==> src/rtl/scard_char_rx.sv <==
// scard_char_rx: ISO 7816-3 T=0 character receiver for the smartcard I/O contact.
// Samples the raw card_io line through a 2-flop synchronizer. Decodes
// start / 8 data / parity framing at a fixed ETU of ETU_CYCLES clk cycles.
// Delivers good bytes through a valid/ack holding register.
// Build option: define SCARD_ERRSIG_EN to drive the T=0 error signal
// (io_drive_low_o) after a bad-parity character. Without it the output is tied 0.
module scard_char_rx #(
  parameter int ETU_CYCLES = 372
) (
  input  logic       clk,
  input  logic       rst,
  input  logic       enable_i,
  input  logic       inverse_i,
  input  logic       io_i,
  input  logic       data_ack_i,
  output logic [7:0] data_o,
  output logic       data_valid_o,
  output logic       parity_err_o,
  output logic       overrun_o,
  output logic       io_drive_low_o,
  output logic       busy_o
);

  localparam int CW = $clog2(ETU_CYCLES);

  // Counter terminal values. Every phase counts from 0 after its entry edge.
  localparam logic [CW-1:0] CNT_HALF  = CW'(ETU_CYCLES / 2 - 1);
  localparam logic [CW-1:0] CNT_LAST  = CW'(ETU_CYCLES - 1);
  localparam logic [CW-1:0] CNT_GUARD = CW'(ETU_CYCLES - 2);

  typedef enum logic [2:0] {
    S_IDLE,
    S_START,
    S_DATA,
    S_PARITY,
    S_GUARD
`ifdef SCARD_ERRSIG_EN
    , S_ERRSIG,
    S_RECOVER
`endif
  } state_t;

  state_t          state;
  state_t          state_nxt;
  logic [CW-1:0]   cnt;
  logic            cnt_clr;
  logic [2:0]      bit_idx;
  logic            shift_en;
  logic            par_en;
  logic            par_ok;
  logic            bit_log;
  logic [7:0]      shreg;
  logic            io_meta;
  logic            io_s;
  logic            io_s_q;
  logic            fall;
`ifdef SCARD_ERRSIG_EN
  logic            par_bad;
`endif

  // Even parity over the logical data byte plus the logical parity bit.
  function automatic logic parity_even(input logic [8:0] v);
    return ~(^v);
  endfunction

  assign fall    = io_s_q & ~io_s;
  assign bit_log = io_s ^ inverse_i;
  assign par_ok  = parity_even({shreg, bit_log});

  // Synchronize the asynchronous card line and keep one cycle of history for edge detect.
  always_ff @(posedge clk) begin
    if (rst) begin
      io_meta <= 1'b1;
      io_s    <= 1'b1;
      io_s_q  <= 1'b1;
    end else begin
      io_meta <= io_i;
      io_s    <= io_meta;
      io_s_q  <= io_s;
    end
  end

  // State register.
  always_ff @(posedge clk) begin
    if (rst) begin
      state <= S_IDLE;
    end else begin
      state <= state_nxt;
    end
  end

  // Next-state logic and per-phase strobes.
  // The guard is measured from the parity sample cycle. This lets the error
  // signal start exactly 10.5 ETU after the start edge.
  always_comb begin
    state_nxt = state;
    cnt_clr   = 1'b0;
    shift_en  = 1'b0;
    par_en    = 1'b0;
    case (state)
      S_IDLE: begin
        cnt_clr = 1'b1;
        if (fall) begin
          state_nxt = S_START;
        end
      end
      S_START: begin
        if (cnt == CNT_HALF) begin
          cnt_clr   = 1'b1;
          state_nxt = io_s ? S_IDLE : S_DATA;
        end
      end
      S_DATA: begin
        if (cnt == CNT_LAST) begin
          cnt_clr  = 1'b1;
          shift_en = 1'b1;
          if (bit_idx == 3'd7) begin
            state_nxt = S_PARITY;
          end
        end
      end
      S_PARITY: begin
        if (cnt == CNT_LAST) begin
          cnt_clr   = 1'b1;
          par_en    = 1'b1;
          state_nxt = S_GUARD;
        end
      end
      S_GUARD: begin
        if (cnt == CNT_GUARD) begin
          cnt_clr = 1'b1;
`ifdef SCARD_ERRSIG_EN
          state_nxt = par_bad ? S_ERRSIG : S_IDLE;
`else
          state_nxt = S_IDLE;
`endif
        end
      end
`ifdef SCARD_ERRSIG_EN
      S_ERRSIG: begin
        if (cnt == CNT_LAST) begin
          cnt_clr   = 1'b1;
          state_nxt = S_RECOVER;
        end
      end
      S_RECOVER: begin
        if (cnt == CNT_LAST) begin
          cnt_clr   = 1'b1;
          state_nxt = S_IDLE;
        end
      end
`endif
      default: begin
        cnt_clr   = 1'b1;
        state_nxt = S_IDLE;
      end
    endcase
    // Disabling aborts any character in progress without touching the holding register.
    if (!enable_i) begin
      state_nxt = S_IDLE;
      cnt_clr   = 1'b1;
      shift_en  = 1'b0;
      par_en    = 1'b0;
    end
  end

  // ETU phase counter, restarted at every phase boundary.
  always_ff @(posedge clk) begin
    if (rst) begin
      cnt <= '0;
    end else if (cnt_clr) begin
      cnt <= '0;
    end else begin
      cnt <= cnt + 1'b1;
    end
  end

  // Data bit index within the character.
  always_ff @(posedge clk) begin
    if (rst) begin
      bit_idx <= 3'd0;
    end else if (state != S_DATA) begin
      bit_idx <= 3'd0;
    end else if (shift_en) begin
      bit_idx <= bit_idx + 3'd1;
    end
  end

  // Assemble the logical byte. Direct convention is LSB first; inverse is MSB first.
  always_ff @(posedge clk) begin
    if (shift_en) begin
      shreg <= inverse_i ? {shreg[6:0], bit_log} : {bit_log, shreg[7:1]};
    end
  end

`ifdef SCARD_ERRSIG_EN
  // Remember the parity verdict so GUARD can decide whether to signal an error.
  always_ff @(posedge clk) begin
    if (rst) begin
      par_bad <= 1'b0;
    end else if (par_en) begin
      par_bad <= ~par_ok;
    end
  end
`endif

  // Holding register and one-cycle flags, updated on the edge after the parity sample.
  always_ff @(posedge clk) begin
    if (rst) begin
      data_o       <= 8'h00;
      data_valid_o <= 1'b0;
      parity_err_o <= 1'b0;
      overrun_o    <= 1'b0;
    end else begin
      parity_err_o <= 1'b0;
      overrun_o    <= 1'b0;
      if (par_en && par_ok) begin
        data_o       <= shreg;
        data_valid_o <= 1'b1;
        overrun_o    <= data_valid_o & ~data_ack_i;
      end else if (data_ack_i) begin
        data_valid_o <= 1'b0;
      end
      if (par_en && !par_ok) begin
        parity_err_o <= 1'b1;
      end
    end
  end

  assign busy_o = (state != S_IDLE);

`ifdef SCARD_ERRSIG_EN
  assign io_drive_low_o = (state == S_ERRSIG) & enable_i;
`else
  assign io_drive_low_o = 1'b0;
`endif

endmodule
==> config.mk <==
export PLATFORM = sky130hd
export DESIGN_NAME = scard_char_rx
export DESIGN_NICKNAME = d
export VERILOG_FILES = /design/src/rtl/scard_char_rx.sv
export SDC_FILE = /design/constraint.sdc
export NUM_CORES = 1
export LEC_CHECK = 0
export CORE_MARGIN = 3
export CORE_UTILIZATION = 39
export DETAILED_ROUTE_END_ITERATION = 6
export GPL_TIMING_DRIVEN = 0
export SLEW_MARGIN = 20
export SYNTH_ARGS = -nofsm -noshare
export SYNTH_HDL_FRONTEND = slang
export SYNTH_SLANG_ARGS = --single-unit
==> constraint.sdc <==
create_clock -name clk -period 2.81 [get_ports clk]
set_input_delay 0.281 -clock clk [delete_from_list [all_inputs] [get_ports clk]]
set_output_delay 0.281 -clock clk [all_outputs]
set_load 0.03 [all_outputs]
==> flow_summary.yaml <==
status:
  status: "finished, final reports clean"
clocking:
  cts-hold-fix-buffers: 0
  cts.clk_slew.worst_paths_ns: 0.08
  postCtsSetupRepairBufs: 0
  ctsRootBufferMaster: "clkbuf_8"
  cts_made_buffers: 5
  insertion_delay_ns: 0.28
  cts_buffer_depth: 2
  clock_tree_from_tritoncts: "built"
  cts.htree.levels: 2
  ctsResizeCount: 0
  clock-sinks: 37
synth:
  ys_top_cells_by_area: "dfxtp_1 (33%), edfxtp_1 (14%), nand3_1 (5.2%)"
  post_synth.cell_area_avg_um2: 10.1
  synth_ff_type: "dfxtp_1"
  cell_with_the_most_instances_after_synthesis: "dfxtp_1"
  synth.top_cells.by_count: "dfxtp_1 (29), nand3_1 (18), nor2_1 (18)"
  synth_cells: 172
  mappedNetlistNets: 183
  ys_async_sr_fraction_pct: 0
  yosys_warnings: 0
  yosysSeqAreaShare_pct: 47.3
  post_synth_instance_area_um2: 1730
  synth_top_area_share_pct: 33.5
  count_of_flip_flops_with_a_built_in_enable_after_synthesis: 8
  synth_top_cell_by_area: "dfxtp_1"
  ys_seq_elements: 37
  synth_cell_type_count: 40
hold_path:
  tightest_hold_check_type: "reg2reg"
  worst_hold_path.num_cells: 1
floorplan:
  initial_core_util_pct: 41.8
  io_pins: 19
  placeableCoreArea_um2: 4140
  fp.dieArea_um2: 5280
  die_h_um: 72.7
  floorplan.rows: 23
  die_w_um: 72.7
sta:
  worst_slew_margin_rel_pct: 52.6
  final_min_period_over_clock_period_pct: 73.8
  whs_ns: 0.416
  setup_violations: 0
  final_hold_viol_count: 0
  grt_setup_unrepaired: "false"
  period_minus_slack_ns: 2.07
  worstMarginPinSlew_ns: 0.708
  report.final.slew_viol_count: 0
  finalClockSkew_ns: 0.00742
  setup_total_negative_slack_ns: 0
  finalWorstSetupSlack_ns: 0.735
  max_clock_freq_ghz: 0.482
placed_design:
  place.gp.congestion: 0.947
  post_dp_cell_area_um2: 1970
  port_buffers: 17
  dpl_worst_slack_ns: 0.464
  place_hpwl_um: 2500
detailed_routing:
  drt_pre_antenna_iters: 4
  drt_drc_violations_left: 0
  drt_wirelength_um: 3370
  dr.first_iter.drc_count: 69
  via_count: 1278
  wl_per_cell_um: 13.6
  postRouteAntennaNets: 0
  via_per_inst: 5.17
global_routing:
  grt_pass1_vias: 1226
  groute.usage.overall_pct: 13.7
  number_of_antenna_violations_at_the_first_check_in_global_routing: 0
  grt_start_max_net_pins: 13
  wire_length_of_the_first_global_routing_pass_um: 5640
  total_gr_overflow: 0
pwr:
  leakagePower_nw: 0.694
  vdd_ir_drop_max_mv: 0.415
  pwr_density_cell_nw_per_um2: 514
layout:
  drive_above_1_share_pct: 12.7
  diodes: 0
  syn_to_final_growth_pct: 20.3
  final_cell_area_um2: 2090
  final_core_util_pct: 50.4
  finalNetCount: 207
  n_fill_cell: 401
worst_setup_path:
  cp_cell_sequence: "xor2_1, xnor3_1, xor2_1, o21ai_0, a21oi_1"
  critical_path.max_fanout: 9
  critical-path-slowest-cell: "xor2_1"
  crit_type: "reg2reg"
  crit_arrival_ns: 2.29
  crit_path_capture_type: "flop"
  crit_path_start_kind: "flop"
  timing.critical_path.slowest_cell_delay_ns: 0.57
  crit_path_frequent_cell: "xor2_1"
  critical_path_required_ns: 3.03
  worstRegToRegCells: 5
flow_run:
  drv_cap: 0
-- power breakdown --
part | internal, W | switching [W]
sequential | 0.000543 | 0.00000203
clock | 0.000289 | 0.000188
combinational | 0.0000245 | 0.0000276
total | 0.000856 | 0.000217
-- cell families (layout without fill, tap and decap cells) --
group / Yosys count / after routing / share of synthesized area [%]
AO/OA/AOI/OAI: 31 / 31 / 12.2
XOR/XNOR: 17 / 17 / 9.81
adder cells (fa/ha/maj): 5 / 5 / 3.61
buffers and inverters: 9 / 34 / 2.60
flip-flops: 37 / 37 / 47.3
multiplexers: 6 / 6 / 3.90
other: 1 / 1 / 0.216
AND/OR/NAND/NOR: 66 / 66 / 20.3
-- cell type report --
cell class                      instances  area (µm²)  area share, %
Tap cell                               50        62.6           3.00
Multi-Input combinational cell        126         868           41.6
Clock buffer                            6        82.6           3.96
Inverter                                5        18.8          0.899
Clock inverter                          2        37.5           1.80
Timing Repair Buffer                   17         170           8.15
Buffer                                  4        26.3           1.26
Sequential cell                        37         821           39.3
-- worst max-delay path, delay by kind of cell (launching register included) --
kind	cells	cell delay, ns
xor+xnor	3	1.20
flops	1	0.46
compound gates	2	0.34
-- per-layer routing --
layer / global-route usage, % / part of all wire (%) / wire (µm) / vias up
met5: 0 / 0 / 0 / -
met4: 3.69 / 0.68 / 23 / 0
met3: 4.55 / 2.9 / 97 / 2
met2: 22.5 / 49 / 1650 / 13
met1: 17.3 / 47 / 1590 / 611
li1: - / - / - / 652
-- placed cells by master (no fill, tap or decap), types with 2 or more instances in the layout --
cell type,instances
inv_1,5
nand3_1,18
ha_1,5
clkdlybuf4s50_1,17
clkbuf_1,2
a21oi_1,15
or2_2,4
mux2_2,6
nor2_1,18
and3_1,2
edfxtp_1,8
o21ai_1,7
dfxtp_1,29
nor3b_1,2
clkbuf_8,6
xnor2_1,9
xor2_1,6
nand2_1,10
o21ai_0,3
-- sequential cells by signal, summed over array words and instances (netlist names) --
register	cells
cnt	9
data_o	8
shreg	8
bit_idx	3
state	3
data_valid_o	1
io_meta	1
io_s	1
io_s_q	1
overrun_o	1
parity_err_o	1
-- path summary, 6_finish.rpt --
| path | startpoint | endpoint | slack [ns] |
|---|---|---|---|
| worst max-delay path | shreg[3]$_DFFE_PP_ | data_o[4]$_SDFFE_PP0P_ | 0.74 |
| worst min-delay path | io_meta$_SDFF_PP1_ | io_s$_SDFF_PP1_ | 0.42 |
| worst max register to register | shreg[3]$_DFFE_PP_ | data_o[4]$_SDFFE_PP0P_ | 0.74 |
| worst min register to register | io_meta$_SDFF_PP1_ | io_s$_SDFF_PP1_ | 0.42 |
-- stage by stage --
stage | total power [W] | cells
detailed placement | 0.000609 | 239
floorplan | 0.000593 | 172
global placement | 0.000609 | 239
CTS | 0.00109 | 247
global route | 0.00112 | 247
finish | 0.00107 | 247
Power figures use the tool's default switching activity.
